--- src/rtl/seq_note_divider_pkg.sv ---
// Shared types and constants for the note-index divider and its neighbouring lookup blocks.
package seq_note_divider_pkg;

  typedef enum logic [1:0] {
    StIdle = 2'd0,
    StRun  = 2'd1,
    StDone = 2'd2
  } state_e;

  // Default chromatic octave size, shared with the octave/pitch lookup blocks.
  localparam int unsigned NotesPerOctave = 12;

endpackage

--- src/rtl/seq_note_divider_div_step.sv ---
// Combinational single restoring-division step: shift in one dividend bit, trial subtract.
module seq_note_divider_div_step #(
  parameter int unsigned DIV_W = 4
) (
  input  logic [DIV_W:0]   p_i,
  input  logic             bit_i,
  input  logic [DIV_W-1:0] divisor_i,
  output logic [DIV_W:0]   p_o,
  output logic             q_bit_o
);

  logic [DIV_W:0] shifted;
  logic [DIV_W:0] div_ext;

  // p_i is always below the divisor, so dropping its top bit loses nothing.
  assign shifted = {p_i[DIV_W-1:0], bit_i};
  assign div_ext = {1'b0, divisor_i};
  assign q_bit_o = (shifted >= div_ext);
  assign p_o     = q_bit_o ? (shifted - div_ext) : shifted;

endmodule

--- src/rtl/seq_note_divider.sv ---
// Multi-cycle restoring divider: note index -> octave (quotient) and note in octave (remainder).
module seq_note_divider
  import seq_note_divider_pkg::*;
#(
  parameter int unsigned NUM_W = 8,
  parameter int unsigned DIV_W = 4
) (
  input  logic             clk,
  input  logic             rst,
  input  logic             in_valid_i,
  output logic             in_ready_o,
  input  logic [NUM_W-1:0] numerator_i,
  input  logic [DIV_W-1:0] divisor_i,
  output logic             out_valid_o,
  input  logic             out_ready_i,
  output logic [NUM_W-1:0] quotient_o,
  output logic [DIV_W-1:0] remainder_o,
  output logic             div_zero_o
);

  localparam int unsigned CntW = (NUM_W > 1) ? $clog2(NUM_W) : 1;

  state_e           state_q, state_d;
  logic [NUM_W-1:0] num_q, num_d;
  logic [DIV_W-1:0] div_q, div_d;
  logic [DIV_W:0]   p_q, p_d;
  logic [NUM_W-1:0] quo_q, quo_d;
  logic [CntW-1:0]  cnt_q, cnt_d;
  logic [NUM_W-1:0] quotient_q, quotient_d;
  logic [DIV_W-1:0] remainder_q, remainder_d;
  logic             div_zero_q, div_zero_d;

  logic [DIV_W:0]   p_next;
  logic             q_bit;
  logic [NUM_W-1:0] quo_next;

  seq_note_divider_div_step #(
    .DIV_W (DIV_W)
  ) u_div_step (
    .p_i       (p_q),
    .bit_i     (num_q[NUM_W-1]),
    .divisor_i (div_q),
    .p_o       (p_next),
    .q_bit_o   (q_bit)
  );

  assign quo_next = {quo_q[NUM_W-2:0], q_bit};

  always_comb begin
    state_d     = state_q;
    num_d       = num_q;
    div_d       = div_q;
    p_d         = p_q;
    quo_d       = quo_q;
    cnt_d       = cnt_q;
    quotient_d  = quotient_q;
    remainder_d = remainder_q;
    div_zero_d  = div_zero_q;
    unique case (state_q)
      StIdle: begin
        if (in_valid_i) begin
          num_d = numerator_i;
          div_d = divisor_i;
          p_d   = '0;
          quo_d = '0;
          cnt_d = CntW'(NUM_W - 1);
          if (divisor_i == '0) begin
            state_d     = StDone;
            quotient_d  = '1;
            remainder_d = '0;
            div_zero_d  = 1'b1;
          end else begin
            state_d = StRun;
          end
        end
      end
      StRun: begin
        p_d   = p_next;
        num_d = num_q << 1;
        quo_d = quo_next;
        cnt_d = cnt_q - CntW'(1);
        if (cnt_q == '0) begin
          state_d     = StDone;
          quotient_d  = quo_next;
          remainder_d = p_next[DIV_W-1:0];
          div_zero_d  = 1'b0;
        end
      end
      StDone: begin
        if (out_ready_i) begin
          state_d = StIdle;
        end
      end
      default: state_d = StIdle;
    endcase
  end

  always_ff @(posedge clk or posedge rst) begin
    if (rst) begin
      state_q     <= StIdle;
      num_q       <= '0;
      div_q       <= '0;
      p_q         <= '0;
      quo_q       <= '0;
      cnt_q       <= '0;
      quotient_q  <= '0;
      remainder_q <= '0;
      div_zero_q  <= 1'b0;
    end else begin
      state_q     <= state_d;
      num_q       <= num_d;
      div_q       <= div_d;
      p_q         <= p_d;
      quo_q       <= quo_d;
      cnt_q       <= cnt_d;
      quotient_q  <= quotient_d;
      remainder_q <= remainder_d;
      div_zero_q  <= div_zero_d;
    end
  end

  assign in_ready_o  = (state_q == StIdle);
  assign out_valid_o = (state_q == StDone);
  assign quotient_o  = quotient_q;
  assign remainder_o = remainder_q;
  assign div_zero_o  = div_zero_q;

endmodule

--- config.mk ---
export PLATFORM = sky130hd
export DESIGN_NAME = seq_note_divider
export DESIGN_NICKNAME = d
export VERILOG_FILES = /design/src/rtl/seq_note_divider_pkg.sv /design/src/rtl/seq_note_divider_div_step.sv /design/src/rtl/seq_note_divider.sv
export SDC_FILE = /design/constraint.sdc
export NUM_CORES = 1
export LEC_CHECK = 0
export CORE_MARGIN = 10
export CORE_UTILIZATION = 35
export CTS_BUF_LIST = sky130_fd_sc_hd__clkbuf_16
export DETAILED_ROUTE_END_ITERATION = 10
export DONT_BUFFER_PORTS = 1
export GPL_TIMING_DRIVEN = 0
export HOLD_SLACK_MARGIN = 0.05
export PLACE_DENSITY = 0.6
export SYNTH_ARGS = -nofsm -noshare
export SYNTH_HDL_FRONTEND = slang
export SYNTH_HIERARCHICAL = 1
export SYNTH_SLANG_ARGS = --single-unit
--- constraint.sdc ---
create_clock -name clk -period 1.8 [get_ports clk]
set_clock_uncertainty 0.1 [all_clocks]
set_input_delay 0.36 -clock clk [delete_from_list [all_inputs] [get_ports clk]]
set_output_delay 0.36 -clock clk [all_outputs]
set_load 0.01 [all_outputs]
==> flow_summary.ini, run 1 <==
[finish]
final_util = 0.450
multi_input_area_um2 = 886
mostFrequentLayoutCell = dfrtp_1
final-seq-area_mm2 = 0.00103
layout_common_cells = dfrtp_1 (40), nor2_1 (20), nand2_1 (17)
layoutNonFillerInstCount = 262
final_area_mm2 = 0.00234
antenna_cells = 0
nFillCells = 510
drive_gt1_frac = 0.276
nets = 214
synthToLayoutAreaGrowth_pct = 22.3

[run_status]
status = finished, violations left
violations = negative setup slack

[timing]
slew_violations = 0
worst_slack_ps = -25.6
timing.slew.headroom = 0.436
tightest_slew_ps = 845
period_share = 1.01
finalSetupViolCount = 1
period_needed_ps = 1830
rsz0062_at_grt = yes
fmax_mhz = 548
hold_viol_final = 0
finalSetupTns_ps = -25.6

[placed_design]
dp_cells = 246
dp_hpwl_um = 2890
portBuffers = 0
dpl_cell_area_mm2 = 0.00200
gp_congestion = 0.737

[setup_path]
crit_family = flip-flops
r2r-start = p_q[1]
crit_chain = ha_4 -> nand4_1 -> nand2_2 -> nor2_4 -> mux2_4 -> a22o_1
crit_start = p_q[1]
path_depth = 6
end_kind = flop
critPathRequiredTime_ps = 1870
worstPathMaxFanout = 4
cp-start-kind = flop
regToRegSetupSlack_ps = -30
rr_endpoint = p_q[2]
cp.arrival_ps = 1890
worstRegToRegCells = 6
path_class = flop to flop
path_buf_inv = 0
cpPeakStageDelay_ps = 420
endpoint = p_q[2]
cp_slowest_cell = dfrtp_2

[grt]
grt_pass1_vias = 1397
top_usage_layer = met2
use_met3 = 0.0520
grtUsageMet2 = 0.158
grt_use_met1 = 0.119
grt_max_degree = 42
grt_usage = 0.102
antenna_found_initial = 0
grt_first_pass_wirelength_um = 7120
grt_remaining_overflow = 0

[yosys]
syn_inst = 176
yosysWarnings = 6
syn-cell-area_mm2 = 0.00192
syn_nets = 199
syn_area_per_cell_um2 = 10.9

[power_and_ir_drop]
switching_share = 0.360
seqPwrFrac = 0.330
switching_power_mw = 1.89
ir_drop_mv = 0.911
combPwrFrac = 0.476
p_per_area_mw_per_mm2 = 2240
clockPowerShare = 0.195
power.internal_mw = 3.36
p_leak_nw = 1.08

[floorplanning]
num_rows = 26
die_w_um = 94.0
initial_utilization = 0.368
core_mm2 = 0.00520
fp.dieH_um = 94.0
io-pin-count = 31
dieArea_mm2 = 0.00883

[clock_tree]
clk_pin_slew_ps = 60
cts.sinks = 41
root_buffer = clkbuf_16
tritoncts = yes
clk-insertion-delay-late_ps = 280
cts_max_level = 2
clockBufferDepth = 2
cts_inserted_buffers = 5

[flow_run]
max_cap_viol_count = 0

[detailed_routing]
dr.first_iter.drc_count = 53
first_pass_iters = 4
wl_per_cell_um = 16.1
totalWireLength_um = 4210
routed-via-count = 1316
ant_nets = 0
drc = 0
viasPerCell = 5.02

[hold_path]
hold_class = input port to async pin
==> how the worst min path moves through the flow <==
stage                     to  slack (ps)  cells after the start      from
5_1_grt             num_q[5]         100                      1       rst
4_1_cts        quotient_o[3]          70                      1       rst
3_3_place_gp        num_q[5]         370                      2  num_q[5]
3_5_place_dp        cnt_q[1]         380                      1       rst
2_1_floorplan       num_q[5]         350                      2  num_q[5]
6_report            quo_q[0]          30                      1       rst
==> power groups by stage <==
stage          clock, mW  combinational [mW]  sequential (mW)
6_report            1.02                2.50             1.73
5_1_grt             1.09                2.76             1.80
4_1_cts             1.04                2.08             1.74
3_5_place_dp           0                1.83             1.74
3_3_place_gp           0                1.79             1.73
2_1_floorplan          0                1.55             1.63
==> state kept, by name, summed over array words and instances, names as in the netlist <==
name and count:
num_q 8, quotient_o 8, quo_q 7, div_q 4, p_q 4, remainder_o 4
cnt_q 3, state_q 2, div_zero_o 1
==> metrics by stage <==
step,hold WS [ps],setup WS (ps),power (mW)
after floorplan,350,17.7,3.18
final,33.1,-25.6,5.25
after CTS,72.0,1.81,4.86
after global routing,101,-81.4,5.65
after global placement,369,-108,3.52
after detailed placement,375,-114,3.57
==> final cells by class <==
class	instances	area share
multi-input cells	115	0.378
inverters	12	0.0192
plain buffers	8	0.0278
clock inverters	3	0.0187
well taps	70	0.0374
clock buffers	5	0.0534
repair buffers	8	0.0272
flip-flops and latches	41	0.438
==> repair_timing <==
item | in CTS | in global routing
hold buffers | 0 | 0
resized for setup | 6 | 18
pin swaps | 3 | 7
setup buffers | 4 | 4
setup endpoints to repair | 4 | 11
gates cloned | 0 | 0
==> per-layer routing <==
layer,wire length [um],share of wire
met5,0,0
met4,50,0.012
met1,1780,0.42
met2,2000,0.48
met3,374,0.089
No activity file was read; power rests on OpenSTA's default activity.
==> inputs of run 2 (changes only) <==
--- a/config.mk
+++ b/config.mk
@@ -5,9 +5,9 @@
 export SDC_FILE = /design/constraint.sdc
 export NUM_CORES = 1
 export LEC_CHECK = 0
+export CAP_MARGIN = 20
 export CORE_MARGIN = 10
 export CORE_UTILIZATION = 35
-export CTS_BUF_LIST = sky130_fd_sc_hd__clkbuf_16
 export DETAILED_ROUTE_END_ITERATION = 10
 export DONT_BUFFER_PORTS = 1
 export GPL_TIMING_DRIVEN = 0
@@ -15,5 +15,4 @@
 export PLACE_DENSITY = 0.6
 export SYNTH_ARGS = -nofsm -noshare
 export SYNTH_HDL_FRONTEND = slang
-export SYNTH_HIERARCHICAL = 1
 export SYNTH_SLANG_ARGS = --single-unit
==> run 2 against run 1 <==
Compared with the run above: the run still ends with negative setup slack left; register-to-register slack better by 20 ps; synthesized area is 2.5% higher; critical path depth stayed put; wire length increased by 9.6%; setup slack improved by 15 ps; largest power group unchanged.
==> flow_summary.ini, run 2 <==
[setup_path]
worstPathMaxFanout = 3
regToRegSetupSlack_ps = -10
r2r-start = p_q[1]
cp_slowest_cell = dfrtp_1
worstRegToRegCells = 6
cpPeakStageDelay_ps = 430
cp.arrival_ps = 1940
rr_endpoint = remainder_o[3]
crit_chain = ha_4 -> a21o_1 -> a31oi_4 -> or3b_1 -> o221a_2 -> o22ai_2
critPathRequiredTime_ps = 1930
cp-start-kind = flop
path_class = flop to flop
end_kind = flop

[yosys]
yosys.cell_count.top_type = dfrtp_1
syn_area_per_cell_um2 = 9.77
synth_edf_count = 0
async_reset_ff_frac = 1.00
syn_inst = 201
ys_seq_area_frac = 0.523
ys_top_cells_by_count = dfrtp_1 (41), nand2_1 (38), inv_1 (16), nor2_1 (16), o21ai_1 (15)
synth_top_cells_by_area = dfrtp_1 (52%), nand2_1 (7.3%), ha_1 (3.8%)
synth_top_area_share = 0.523
synth_cell_types = 38
yosys.area.top_type = dfrtp_1
yosysWarnings = 0
synth-main-ff-cell = dfrtp_1
syn-cell-area_mm2 = 0.00196
syn_nets = 224
ys_seq_elements = 41

[clock_tree]
clk-insertion-delay-late_ps = 300
cts_inserted_buffers = 5
tritoncts = yes
cts.sinks = 41
root_buffer = clkbuf_8
clockBufferDepth = 2
clk_pin_slew_ps = 90
cts_max_level = 2

[timing]
period_needed_ps = 1810
period_share = 1.01
fmax_mhz = 552
worst_slack_ps = -10.2
finalSetupViolCount = 1
rsz0062_at_grt = yes
hold_slack_ps = 63.8
timing.slew.headroom = 0.424
slew_violations = 0
tightest_slew_ps = 862
hold_viol_final = 0
finalSetupTns_ps = -10.2

[power_and_ir_drop]
combPwrFrac = 0.543
power.internal_mw = 2.94
clockPowerShare = 0.126
switching_power_mw = 2.22
p_leak_nw = 1.01
switching_share = 0.430
seqPwrFrac = 0.331
ir_drop_mv = 0.697
p_per_area_mw_per_mm2 = 2210

[hold_path]
worstHoldPathCells = 2
hold_class = input port to flop
min_to = num_q[0]
min-delay-start = numerator_i[0]

[grt]
grt_max_degree = 42
grt_pass1_vias = 1523
grt_first_pass_wirelength_um = 7690
grt_remaining_overflow = 0
grt_usage = 0.111
antenna_found_initial = 0

[finish]
layout_common_cells = dfrtp_1 (41), nand2_1 (38), inv_1 (14), nor2_1 (14), o21ai_1 (13)
nets = 242
nFillCells = 543
layoutNonFillerInstCount = 292
drive_gt1_frac = 0.214
antenna_cells = 0
final_util = 0.425
synthToLayoutAreaGrowth_pct = 18.5
mostFrequentLayoutCell = dfrtp_1

[detailed_routing]
viasPerCell = 5.03
ant_nets = 0
routed-via-count = 1469
drc = 0
totalWireLength_um = 4620
dr.first_iter.drc_count = 84
first_pass_iters = 4
wl_per_cell_um = 15.8

[floorplanning]
die_w_um = 94.9
io-pin-count = 31
fp.dieH_um = 94.9
dieArea_mm2 = 0.00900
initial_utilization = 0.359
num_rows = 27
core_mm2 = 0.00547

[run_status]
violations = negative setup slack
status = finished, violations left

[flow_run]
max_cap_viol_count = 0

[placed_design]
dp_slack_ps = -117
gp_congestion = 0.742
portBuffers = 0
dp_cells = 273
dp_hpwl_um = 3140
-- run 2: final cells by class --
type                       instances  area, um^2  area share
tap                               72        90.1      0.0387
clock inverter                     3        25.0      0.0108
multi-input combinational        133         916       0.394
timing repair buffer              11        82.6      0.0355
buffer                            10        52.6      0.0226
inverter                          17        66.3      0.0285
clock buffer                       5        68.8      0.0296
sequential                        41        1030       0.441
-- run 2: power groups by stage --
stage,sequential (mW),clock [mW],combinational (mW)
6_report,1.70,0.651,2.80
3_3_place_gp,1.70,0,2.27
5_1_grt,1.77,0.718,3.17
4_1_cts,1.68,0.665,2.62
3_5_place_dp,1.71,0,2.32
2_1_floorplan,1.62,0,1.87
-- run 2: logic make-up (layout without fill, tap and decap cells) --
family / after synthesis / in the layout / synth area share
fa+ha+maj: 7 / 7 / 0.0484
flops: 41 / 41 / 0.523
xor+xnor: 3 / 3 / 0.0134
buf+inv: 27 / 46 / 0.0580
compound gates: 49 / 49 / 0.178
mux: 2 / 2 / 0.0102
simple gates: 72 / 72 / 0.170
-- run 2: per-layer routing --
metal  GRT usage  part of all wire  vias to the layer above
met2       0.171              0.47                       33
li1            -                 -                      720
met3      0.0468             0.081                        6
met4      0.0474             0.014                        0
met1       0.133              0.43                      710
met5           0                 0                        -
-- run 2: metrics by stage --
| step | total power [mW] | instance area, um^2 |
|---|---|---|
| after floorplan | 3.49 | 1980 |
| after global placement | 3.97 | 2070 |
| after detailed placement | 4.02 | 2070 |
| after CTS | 4.97 | 2250 |
| after global routing | 5.66 | 2330 |
| final | 5.15 | 2330 |
-- run 2: critical path: cells and delay by family, from the launching register on --
kind | cells | cell delay, ps
adders and majority gates | 1 | 270
DFF | 1 | 430
AOI/OAI and AO/OA | 4 | 560
and+or+nand+nor | 1 | 380
-- run 2: how the worst max path moves through the flow --
stage	from	to	slack, ps
final	p_q[1]	remainder_o[3]	-10
after global routing	p_q[2]	remainder_o[2]	-90
after CTS	p_q[2]	remainder_o[2]	1
after detailed placement	p_q[2]	remainder_o[2]	-120
after global placement	rst	div_q[3]	-90
after floorplan	div_q[2]	remainder_o[3]	50
-- run 2: timing repair --
action	CTS	global route
endpoints found under the setup margin	7	25
gates resized for setup	8	12
gates cloned	0	1
pin swaps	3	4
hold buffers	1	0
hold endpoints to repair	41	0
buffers inserted	5	4
